## config.mk

```make
export PLATFORM = sky130hd
export DESIGN_NAME = uart_tx
export DESIGN_NICKNAME = d
export VERILOG_FILES = /design/src/rtl/uart_pkg.sv /design/src/rtl/uart_baud_gen.sv /design/src/rtl/uart_tx.sv
export SDC_FILE = /design/constraint.sdc
export NUM_CORES = 1
export LEC_CHECK = 0
export BUFFER_PORTS_ARGS = -buffer_cell sky130_fd_sc_hd__buf_2
export CORE_MARGIN = 1.5
export CORE_UTILIZATION = 25
export CTS_CLUSTER_DIAMETER = 40
export DETAILED_ROUTE_END_ITERATION = 6
export PLACE_DENSITY_LB_ADDON = 0.2
export SLEW_MARGIN = 20
export SYNTH_ARGS = -nofsm -noshare
export SYNTH_HDL_FRONTEND = slang
export SYNTH_HIERARCHICAL = 1
export SYNTH_SLANG_ARGS = --single-unit
```

## constraint.sdc

```tcl
create_clock -name clk_in -period 3.11 [get_ports clk_in]
set_input_delay 0.4665 -clock clk_in [delete_from_list [all_inputs] [get_ports clk_in]]
set_output_delay 0.4665 -clock clk_in [all_outputs]
set_load 0.05 [all_outputs]
```

## src/rtl/uart_pkg.sv

```systemverilog
// rtl/uart_pkg.sv - shared UART types, constants and baud divisor helper.
package uart_pkg;

  localparam int   UART_DATA_W     = 8;
  localparam logic UART_IDLE_LEVEL = 1'b1;

  typedef enum logic [2:0] {
    S_IDLE,
    S_START,
    S_DATA,
    S_PARITY,
    S_STOP
  } uart_state_e;

  function automatic int calc_bps_cnt(input int clk_freq, input int baud);
    return clk_freq / baud;
  endfunction

endpackage

```

## src/rtl/uart_baud_gen.sv

```systemverilog
// rtl/uart_baud_gen.sv - free-running bit-period divider with synchronous clear.
module uart_baud_gen #(
  parameter int BPS_CNT = 1250
) (
  input  logic clk_i,
  input  logic rst_n_i,
  input  logic clr_i,
  output logic bit_end_o,
  output logic bit_pre_end_o
);

  localparam int CNT_W = (BPS_CNT > 1) ? $clog2(BPS_CNT) : 1;
  localparam logic [CNT_W-1:0] CNT_LAST = CNT_W'(BPS_CNT - 1);
  localparam logic [CNT_W-1:0] CNT_PRE  = CNT_W'(BPS_CNT - 2);

  logic [CNT_W-1:0] cnt_q;
  logic [CNT_W-1:0] cnt_d;

  always_comb begin
    cnt_d = cnt_q;
    if (clr_i) begin
      cnt_d = '0;
    end else if (cnt_q == CNT_LAST) begin
      cnt_d = '0;
    end else begin
      cnt_d = cnt_q + CNT_W'(1);
    end
  end

  always_ff @(posedge clk_i or negedge rst_n_i) begin
    if (!rst_n_i) begin
      cnt_q <= '0;
    end else begin
      cnt_q <= cnt_d;
    end
  end

  // Pre-end lets the owner register a pulse that lands on the last clock of a bit.
  assign bit_end_o     = (cnt_q == CNT_LAST);
  assign bit_pre_end_o = (cnt_q == CNT_PRE);

endmodule

```

## src/rtl/uart_tx.sv

```systemverilog
// rtl/uart_tx.sv - UART transmitter: valid/ready byte in, framed serial line out.
module uart_tx
  import uart_pkg::*;
#(
  parameter int CLK_FREQ   = 12_000_000,
  parameter int BAUD       = 9600,
  parameter int PARITY_EN  = 0,
  parameter int PARITY_ODD = 0,
  parameter int STOP_BITS  = 1
) (
  input  logic                   clk_in,
  input  logic                   rst_n_in,
  input  logic [UART_DATA_W-1:0] tx_data_in,
  input  logic                   tx_data_valid,
  output logic                   tx_ready,
  output logic                   tx_busy,
  output logic                   tx_done,
  output logic                   rs232_tx
);

  localparam int   BPS_CNT   = calc_bps_cnt(CLK_FREQ, BAUD);
  localparam logic PAR_ODD   = (PARITY_ODD != 0);
  localparam logic LAST_STOP = (STOP_BITS == 2);

  if (BPS_CNT < 2) begin : g_bps_check
    $error("uart_tx: CLK_FREQ/BAUD must be at least 2");
  end
  if (STOP_BITS != 1 && STOP_BITS != 2) begin : g_stop_check
    $error("uart_tx: STOP_BITS must be 1 or 2");
  end

  uart_state_e            state_q, state_d;
  logic [UART_DATA_W-1:0] shift_q, shift_d;
  logic [2:0]             bit_idx_q, bit_idx_d;
  logic                   stop_idx_q, stop_idx_d;
  logic                   parity_q, parity_d;
  logic                   tx_q, tx_d;
  logic                   ready_q, ready_d;
  logic                   busy_q, busy_d;
  logic                   done_q, done_d;

  logic accept;
  logic bit_end;
  logic bit_pre_end;

  assign accept = tx_data_valid && ready_q;

  uart_baud_gen #(
    .BPS_CNT(BPS_CNT)
  ) u_baud_gen (
    .clk_i        (clk_in),
    .rst_n_i      (rst_n_in),
    .clr_i        (accept),
    .bit_end_o    (bit_end),
    .bit_pre_end_o(bit_pre_end)
  );

  always_comb begin
    state_d    = state_q;
    shift_d    = shift_q;
    bit_idx_d  = bit_idx_q;
    stop_idx_d = stop_idx_q;
    parity_d   = parity_q;

    unique case (state_q)
      S_IDLE: begin
        if (accept) begin
          state_d    = S_START;
          shift_d    = tx_data_in;
          parity_d   = (^tx_data_in) ^ PAR_ODD;
          bit_idx_d  = '0;
          stop_idx_d = 1'b0;
        end
      end
      S_START: begin
        if (bit_end) begin
          state_d = S_DATA;
        end
      end
      S_DATA: begin
        if (bit_end) begin
          bit_idx_d = bit_idx_q + 3'd1;
          if (bit_idx_q == 3'd7) begin
            state_d = (PARITY_EN != 0) ? S_PARITY : S_STOP;
          end else begin
            shift_d = shift_q >> 1;
          end
        end
      end
      S_PARITY: begin
        if (bit_end) begin
          state_d = S_STOP;
        end
      end
      S_STOP: begin
        if (bit_end) begin
          if (stop_idx_q == LAST_STOP) begin
            state_d = S_IDLE;
          end else begin
            stop_idx_d = 1'b1;
          end
        end
      end
      default: begin
        state_d = S_IDLE;
      end
    endcase
  end

  // Line level follows the state being entered so rs232_tx changes on the bit boundary itself.
  always_comb begin
    tx_d = UART_IDLE_LEVEL;
    unique case (state_d)
      S_IDLE:   tx_d = UART_IDLE_LEVEL;
      S_START:  tx_d = ~UART_IDLE_LEVEL;
      S_DATA:   tx_d = shift_d[0];
      S_PARITY: tx_d = parity_d;
      S_STOP:   tx_d = UART_IDLE_LEVEL;
      default:  tx_d = UART_IDLE_LEVEL;
    endcase
    ready_d = (state_d == S_IDLE);
    busy_d  = (state_d != S_IDLE);
    done_d  = (state_q == S_STOP) && (stop_idx_q == LAST_STOP) && bit_pre_end;
  end

  always_ff @(posedge clk_in or negedge rst_n_in) begin
    if (!rst_n_in) begin
      state_q    <= S_IDLE;
      shift_q    <= '0;
      bit_idx_q  <= '0;
      stop_idx_q <= 1'b0;
      parity_q   <= 1'b0;
      tx_q       <= UART_IDLE_LEVEL;
      ready_q    <= 1'b1;
      busy_q     <= 1'b0;
      done_q     <= 1'b0;
    end else begin
      state_q    <= state_d;
      shift_q    <= shift_d;
      bit_idx_q  <= bit_idx_d;
      stop_idx_q <= stop_idx_d;
      parity_q   <= parity_d;
      tx_q       <= tx_d;
      ready_q    <= ready_d;
      busy_q     <= busy_d;
      done_q     <= done_d;
    end
  end

  assign rs232_tx = tx_q;
  assign tx_ready = ready_q;
  assign tx_busy  = busy_q;
  assign tx_done  = done_q;

endmodule

```

## After elaboration in Yosys (flattened, before gate mapping)

Index checks and enable logic that the tools add are counted.

| word-level totals | value |
|---|---|
| register bits | 31 |
| bits in latches | 0 |
| memory bits (writable) | 0 |
| memory bits (read-only) | 0 |
| input port bits | 11 |
| memories | 0 |

| operators by class | value |
|---|---|
| add/sub/neg operators | 2 |
| $mul | 0 |
| div/mod/pow operators | 0 |
| magnitude comparators | 0 |
| eq/ne operators | 14 |
| shifts and indexed selects | 0 |
| muxes and demuxes | 24 |
| bitwise operators | 1 |
| reduce and logical (&&, ||, !) cells | 12 |

Operators by type and width:

| operator | count |
|---|---|
| 2-to-1 mux 3 bit | 9 |
| 2-to-1 mux 8 bit | 3 |
| equality test 11 bit (second input constant) | 2 |
| 2-to-1 mux 11 bit | 2 |
| case mux 8 bit (2 select lines) | 1 |
| case mux 3 bit (5 select lines) | 1 |
| equality test 3 x 2 -> 1 bit (second input constant) | 4 |
| adder 11 x 1 -> 11 bit (second input constant) | 1 |
| != test 2 bit (second input constant) | 4 |
| parity 8 bit | 1 |
| equality test 3 x 1 -> 1 bit (second input constant) | 2 |
| equality test 3 bit (second input constant) | 2 |
| zero test 3 bit | 2 |
| case mux 3 bit (2 select lines) | 1 |
| AND reduction 3 bit | 2 |
| 2-to-1 mux 1 bit | 5 |
| AND reduction 4 bit | 1 |
| nonzero test 2 bit | 2 |
| adder 3 x 1 -> 3 bit (second input constant) | 1 |
| logical AND 1 bit | 3 |
| case mux 1 bit (3 select lines) | 1 |
| nonzero test 3 bit | 1 |
| case mux 1 bit (2 select lines) | 1 |
| inverter 1 bit | 1 |

## Logic depth before layout (Yosys ltp)

Gate-level depths: netlist of the first run.

| depth | value |
|---|---|
| depth in word-level cells | 6 |
| gate-level depth with buffers | 9 |
| gate-level depth less buffers | 9 |

## Hierarchy

The synthesis of the first run kept the hierarchy.

Modules (own cells, without submodules):

| module | times used | cells each | area an instance (um2) | seq. area each (um2) |
|---|---|---|---|---|
| uart_tx | 1 | 85 | 903.4 | 478.0 |
| uart_baud_gen | 1 | 61 | 603.1 | 275.3 |

## Worst setup path after synthesis of the first run

No wires, ideal clock.

| timing path | value |
|---|---|
| path kind | flip-flop to flip-flop |
| start | register u_baud_gen.cnt_q[4] |
| end | register tx_q (netlist: rs232_tx) |
| setup time | 0.083 ns |
| arrival time | 2.078 ns |
| data required time | 3.027 ns |
| slack | 0.949 ns |
| cell stages (with the launch flop) | 9 |
| path buffers | 0 |
| path through | dfrtp_1 > nor4_1 > and2_1 > and3_1 > nand4bb_4 > a2bb2oi_2 > a221o_1 > a211oi_1 > o21ai_1 |

| on the way | value |
|---|---|
| elaborated cells between the ends (all ways) | 12 |
| those cells by class | eq/ne (4); mux (8) |

RTL lines:

| element | line | text |
|---|---|---|
| from (decl) | uart_baud_gen.sv:16 | `logic [CNT_W-1:0] cnt_q;` |
| from (signal assigned) | uart_baud_gen.sv:34 | `cnt_q <= cnt_d;` |
| equality test 11 bit | uart_baud_gen.sv:39 | `assign bit_end_o = (cnt_q == CNT_LAST);` |
| named net bit_end | uart_tx.sv:43 | `logic bit_end;` |
| 2-to-1 mux 8 bit | uart_tx.sv:81 | `if (bit_end) begin` |
| case mux 8 bit (2 select lines) | uart_tx.sv:65 | `unique case (state_q)` |
| named net shift_d[0] | uart_tx.sv:33 | `logic [UART_DATA_W-1:0] shift_q, shift_d;` |
| case mux 1 bit (3 select lines) | uart_tx.sv:113 | `unique case (state_d)` |
| named net tx_d | uart_tx.sv:37 | `logic tx_q, tx_d;` |
| to (signal assigned) | uart_tx.sv:143 | `tx_q <= tx_d;` |
| to (decl) | uart_tx.sv:37 |  |

The timed path passes the listed nets, and every way through them passes these cells. The select of a mux whose other input is x is not followed.
A chain may end at the register's enable or synchronous reset.

## Final worst setup path of the first run

| timing path | value |
|---|---|
| start | register u_baud_gen.cnt_q[2] |
| end | register tx_q (netlist: rs232_tx) |

The elaborated chain is that of the path after synthesis.

==> results of run 1 <==
-- worst min path at each step --
stage	start	end	slack [ns]	depth (start not counted)
final	rst_n_in	bit_idx_q[2]$_DFFE_PN0P_	0.23	1
after global routing	rst_n_in	bit_idx_q[0]$_DFFE_PN0P_	0.27	1
after CTS	rst_n_in	tx_done$_DFF_PN0_	0.25	1
after detailed placement	shift_q[4]$_DFFE_PN0P_	shift_q[4]$_DFFE_PN0P_	0.47	2
after global placement	shift_q[2]$_DFFE_PN0P_	shift_q[2]$_DFFE_PN0P_	0.47	2
after floorplan	rst_n_in	bit_idx_q[0]$_DFFE_PN0P_	0.17	0
-- per-stage QoR --
step | util, % | std cells | total power, W
floorplan | - | 146 | 0.000799
global placement | 28.2 | 233 | 0.000883
detailed placement | 28.2 | 233 | 0.000889
CTS | 29.8 | 241 | 0.00121
global route | 29.8 | 241 | 0.00129
finish | 29.8 | 241 | 0.00119
-- synthesized netlist by cell type, drive strengths merged --
master	number	area (sq um)
dfrtp	28	701
nand2	21	78.8
a21oi	9	45.0
nor2	9	33.8
inv	8	30.0
xnor2	8	70.1
o21ai	7	35.0
a22oi	6	45.0
ha	5	62.6
and3	4	26.3
nand3	4	20.0
o31ai	4	30.0
or4	4	30.0
and2	3	18.8
nand3b	3	22.5
or3	3	20.0
buf	2	10.0
dfstp	2	52.6
nand4	2	27.5
xor2	2	17.5
a211oi	1	7.51
a221o	1	10.0
a22o	1	10.0
a2bb2oi	1	15.0
a41o	1	10.0
and4b	1	10.0
and4bb	1	16.3
nand4bb	1	27.5
nor2b	1	6.26
nor3	1	5.00
nor4	1	6.26
o22ai	1	6.26
-- sequential cells by signal (all words and copies together), names as in the netlist --
register	count
tx_busy	1
tx_done	1
tx_ready	1
bit_idx_q	3
parity_q	1
u_baud_gen/cnt_q	11
rs232_tx	1
shift_q	8
state_q	3
-- area by class of cell --
cell class | count | area (sq um) | area share (%)
clock buffers | 7 | 86.3 | 4.93
inverters | 8 | 30.0 | 1.71
clock inverters | 1 | 5.00 | 0.286
well taps | 75 | 93.8 | 5.36
flip-flops and latches | 30 | 753 | 43.0
multi-input cells | 106 | 713 | 40.7
repair buffers | 14 | 70.1 | 4.00
-- per-layer routing --
layer	part of all wire [%]	track usage (%)	wire, microns	up-vias
li1	-	-	-	557
met1	46	13.2	1330	543
met2	48	17.1	1390	17
met3	4.7	3.41	137	5
met4	1.4	4.14	40	0
met5	0	0	0	-
-- worst reg2reg max path, delay by kind of cell (launching register included) --
| family | cells | cell delay (ns) |
|---|---|---|
| AOI/OAI and AO/OA | 4 | 0.90 |
| and+or+nand+nor | 4 | 0.98 |
| DFF | 1 | 0.46 |
-- power breakdown --
part,leakage [nW],internal [W],switching (W)
Combinational,0.356,0.000115,0.000174
Sequential,0.383,0.000491,0.0000945
Clock,0.0482,0.000178,0.000137
-- cell families (layout without fill, tap and decap cells) --
group,after synthesis,count (layout),synth area share [%]
AOI/OAI and AO/OA,32,32,14.2
and+or+nand+nor,59,59,23.2
buffers and inverters,10,30,2.66
xor gates and xnor gates,10,10,5.81
DFF,30,30,50.0
adders and majority gates,5,5,4.15
==> summary.md, run 1 <==
| Metric | Value |
|---|---|
| Status | complete, no violations |
| Hpwl dp | 2.16 mm |
| Register bit total from synthesis | 30 |
| Die area | about 6500 sq um |
| Seq/Total Area, Yosys | about half |
| Core area | just under 6000 sq um |
| Critical path buffers and inverters | 0 |
| CP top delay family | simple AND/OR/NAND/NOR gates |
| Final Critical Period | 2.41 ns |
| Placed cell area | between 1500 and 2000 sq um |
| Flop2flop setup slack | roughly 0.7 ns |
| Diode count | 0 |
| Worst Setup EP | rs232_tx$_DFF_PN1_ |
| Die W | slightly above 80 microns |
| Ports | 15 |
| Worst path depth | 8 |
| Pre-CTS setup slack | 0.694 ns |
| Post-route antenna net violation count | 0 |
| Max-cap violations | 0 |
| CP arrival | 2.61 ns |
| Post-Syn Area | about 1500 sq um |
| Critical Path End Type | flip-flop |
| Hold slack | between 0.2 and 0.25 ns |
| FF-to-FF End | rs232_tx$_DFF_PN1_ |
| Share of post-route cells with drive strength above 1 | a little under a fifth |
| First-pass DRT Iterations | 4 |
| Total Routing Usage GR | 10.7% |
| PnR worst setup slack | about 0.7 ns |
| DR vias | roughly 1100 |
| Crit-path max cell delay | 0.46 ns |
| Final clock period utilization by the worst path | between 70% and 80% |
| Vias in the first global route | roughly 1100 |
| Drt via density | between 4 and 5 |
| Remaining Overflow, GRT | 0 |
| CP Launch Point | u_baud_gen/cnt_q[2]$_DFF_PN0_ |
| Largest net degree at the start of global routing | 31 |
| Fill cells | roughly 640 |
| Kind of critical path | flip-flop to flip-flop |
| NumNets Final | 181 |
| Slowest CP cell | dfrtp_1 |
| Post-Synthesis Net Count | approximately 160 |
| Worst-path fanout max | 8 |
| Setup tns final | 0 ns |
| DR WL/cell | 12.0 microns |
| Routability cong. | between 0.7 and 0.8 |
| Critical Path RT | roughly 3.3 ns |
| Hold-fix buffer count after cts | 0 |
| Die Ht | approximately 80 microns |
| CTS root buffer | clkbuf_8 |
| Buffers on Ports | 14 |
| Site Rows | 28 |
| Hold Path Class | input port to async pin |
| Power Dens Cells | 679 nW/um^2 |
| Gates resized, CTS repair | 0 |
| Initial drt markers | 53 |
| Crit-path cells | nor4_1 -> and2_1 -> and3_1 -> nand4bb_4 -> a2bb2oi_2 -> a221o_1 -> a211oi_1 -> o21ai_1 |
| Remaining DRCs | 0 |
| Relative slew slack | between 50% and 60% |
| Clock Latency Late Sink | approximately 0.27 ns |
| LEAKAGE | 0.787 nW |
| Syn-to-layout area delta | 16.3% |
| FF-to-FF path depth | 8 |
| Initial Utilization | between 20 and 30% |
| Library cells used by synthesis | 36 |
| Final setup fails | 0 |
| Reg-to-Reg Start | u_baud_gen/cnt_q[2]$_DFF_PN0_ |
| First-pass GRT wire length | about 5.2 mm |
| Commonest non-fill, non-tap cells in the layout | dfrtp_1 (28), nand2_1 (21), buf_2 (14) |
| Unrepaired setup endpoints after global routing | no |
| Startpoint Class | flip-flop |
| Worst-Margin Slew | just under 0.7 ns |
| Hold Violations, Final | 0 |
| Reg clk slew, reported paths | 0.06 ns |
| Fmax achieved | ~0.41 GHz |
| Avg Inst Size Synth | 10.3 sq um |
| Clk sinks | 30 |
| Final instance area | roughly 1800 sq um |
| Yosys warning count | 6 |
| Initial antenna violation count | 0 |
| Clk buf depth | 2 |
| CTS tree | built |
| Post-Route WL | a little under 3 mm |
| Leading cell type in the layout, fill and taps excluded | dfrtp_1 |
| VDD IR-drop max | around 0.00021 V |
| Pins over their slew limit | 0 |
| Htree depth | 2 |
| CTS Buf Count | 5 |
| Synth Instances | roughly 150 |
| Post-CTS setup buffers | 0 |
| Clock skew | ~0.0030 ns |
(Power assumes the default switching activity.)
==> inputs of run 2 (changes only) <==
- clock period: 3.11 -> 2.45 ns (I/O delays scaled with it)
==> run 2 against run 1 <==
Compared with the run above:
- die area unchanged
- clock power grew 55%
- total power grew 38%
- via count rose by 4.4%
- routed wire length is 12% higher
- non-clock buffer count up 4
- sequential power is 24% higher
- sequential cell count unchanged
- critical path type unchanged
- critical endpoint unchanged
- largest cell class unchanged
==> summary.md, run 2 (same netlist as run 1, synthesis figures left out) <==
| Metric | Value |
|---|---|
| Final setup fails | 0 |
| Fmax achieved | ~0.43 GHz |
| Met2 wire length | ~1.6 mm |
| Worst-Margin Slew | between 0.6 and 0.7 ns |
| Internal power | between 0.001 and 0.0015 W |
| WL met3 | between 100 and 150 microns |
| Hpwl dp | about 2.4 mm |
| Relative slew slack | a little over half |
| Htree depth | 2 |
| CTS Buf Count | 5 |
| Leading cell type in the layout, fill and taps excluded | dfrtp_1 |
| Largest net degree at the start of global routing | 31 |
| Reg clk slew, reported paths | about 0.07 ns |
| Top reg by flops | u_baud_gen/cnt_q |
| Remaining Overflow, GRT | 0 |
| Drt via density | about 4.8 |
| Switching power | 0.000541 W |
| Largest regs | u_baud_gen/cnt_q x11, shift_q x8 |
| Fill cells | 623 |
| Die Ht | about 80 microns |
| Worst-path fanout max | 6 |
| WL met1 | 1.48 mm |
| Initial Utilization | between 20% and 30% |
| Hold Violations, Final | 0 |
| Sw Share | around a third |
| DR top layer | met4 |
| Hold Path Class | input port to async pin |
| Hold slack | 0.123 ns |
| Flop pwr share | 44.4% |
| Buffers on Ports | 14 |
| Die area | 6500 sq um |
| Flop2flop setup slack | about 0.13 ns |
| DR WL/cell | around 13 microns |
| Clock skew | about 0.0083 ns |
| Initial antenna violation count | 0 |
| Max-cap violations | 0 |
| Routability cong. | ~0.78 |
| Clk sinks | 30 |
| CTS tree | built |
| Final Critical Period | 2.32 ns |
| Core area | roughly 5900 sq um |
| Vias in the first global route | between 1000 and 1500 |
| CTS root buffer | clkbuf_8 |
| Critical Path End Type | flip-flop |
| Pins over their slew limit | 0 |
| Post-Route WL | about 3.2 mm |
| Total Power | between 0.0015 and 0.002 W |
| Clock power share | between 20% and 30% |
| Initial drt markers | 62 |
| First-pass GRT wire length | between 5 and 6 mm |
| Max reg flops | 11 |
| DR vias | approximately 1200 |
| Site Rows | 28 |
| Diode count | 0 |
| CP arrival | ~2.5 ns |
| Ports | 15 |
| Kind of critical path | flip-flop to flip-flop |
| Total Routing Usage GR | between 10% and 20% |
| NumNets Final | approximately 190 |
| Commonest non-fill, non-tap cells in the layout | dfrtp_1 (28), nand2_1 (21), buf_2 (14) |
| Clk buf depth | 2 |
| LEAKAGE | between 0.8 and 0.9 nW |
| First-pass DRT Iterations | 4 |
| Final clock period utilization by the worst path | a little over nine tenths |
| Startpoint Class | flip-flop |
| Status | complete, no violations |
| Post-route antenna net violation count | 0 |
| Final Util | a little under a third |
| Logic gate share of total power | between 20% and 30% |
| Die W | around 81 microns |
| Clock Latency Late Sink | 0.28 ns |
| FF-to-FF path depth | 8 |
| Hold-fix buffer count after cts | 0 |
| VDD IR-drop max | roughly 0.00027 V |
| Power Dens Cells | approximately 910 nW/um^2 |
| Critical Path RT | ~2.7 ns |
| Remaining DRCs | 0 |
| Syn-to-layout area delta | 19.7% |
| Share of post-route cells with drive strength above 1 | around 20% |
==> run 2: area by class of cell <==
| cell class | count | area (sq um) | share of cell area [%] |
|---|---|---|---|
| clock inverter | 1 | 30.0 | 1.67 |
| sequential | 30 | 753 | 41.8 |
| clock buffer | 7 | 76.3 | 4.23 |
| timing repair buffer | 18 | 100 | 5.55 |
| multi-input combinational | 106 | 719 | 39.9 |
| inverter | 8 | 30.0 | 1.67 |
| tap | 75 | 93.8 | 5.20 |
==> run 2: what timing repair did <==
item / CTS / global route
gates resized for setup: 0 / 1
buffers inserted: 0 / 0
endpoints found under the setup margin: 0 / 3
==> run 2: worst paths after layout <==
check | start | to
min | rst_n_in | bit_idx_q[2]$_DFFE_PN0P_
max reg2reg | u_baud_gen/cnt_q[8]$_DFF_PN0_ | rs232_tx$_DFF_PN1_
max in group asynchronous | rst_n_in | u_baud_gen/cnt_q[1]$_DFF_PN0_
max | u_baud_gen/cnt_q[8]$_DFF_PN0_ | rs232_tx$_DFF_PN1_
min in group clk_in | tx_data_in[7] | shift_q[7]$_DFFE_PN0P_
min reg2reg | shift_q[4]$_DFFE_PN0P_ | shift_q[4]$_DFFE_PN0P_
==> run 2: worst max-delay path, stage by stage, from the launching register on <==
cell       delay (ns)
dfrtp_1          0.44
nor4_2           0.36
and2_1           0.19
and3_1           0.29
nand4bb_4        0.17
a2bb2oi_2        0.20
a221o_1          0.31
a211oi_1         0.22
o21ai_1          0.08
==> run 2: per-layer routing <==
| metal | GRT usage, % | vias up |
|---|---|---|
| li1 | - | 570 |
| met1 | 13.3 | 577 |
| met2 | 18.5 | 19 |
| met3 | 3.52 | 5 |
| met4 | 5.17 | 0 |
| met5 | 0 | - |
==> run 2: power groups by stage <==
stage / sequential [W] / combinational, W / clock, W
3_3_place_gp: 0.000727 / 0.000412 / 0
2_1_floorplan: 0.000775 / 0.000239 / 0
4_1_cts: 0.000723 / 0.000428 / 0.000505
5_1_grt: 0.000747 / 0.000478 / 0.000529
3_5_place_dp: 0.000732 / 0.000426 / 0
6_report: 0.000728 / 0.000423 / 0.000488
==> run 2: stage by stage <==
step | setup WS, ns | TNS, ns | instances | cell area [sq um]
floorplan | 0.289 | 0 | 146 | 1510
global placement | 0.204 | 0 | 237 | 1690
detailed placement | 0.111 | 0 | 237 | 1690
CTS | 0.101 | 0 | 245 | 1800
global route | -0.0793 | -0.0793 | 245 | 1800
finish | 0.132 | 0 | 245 | 1800
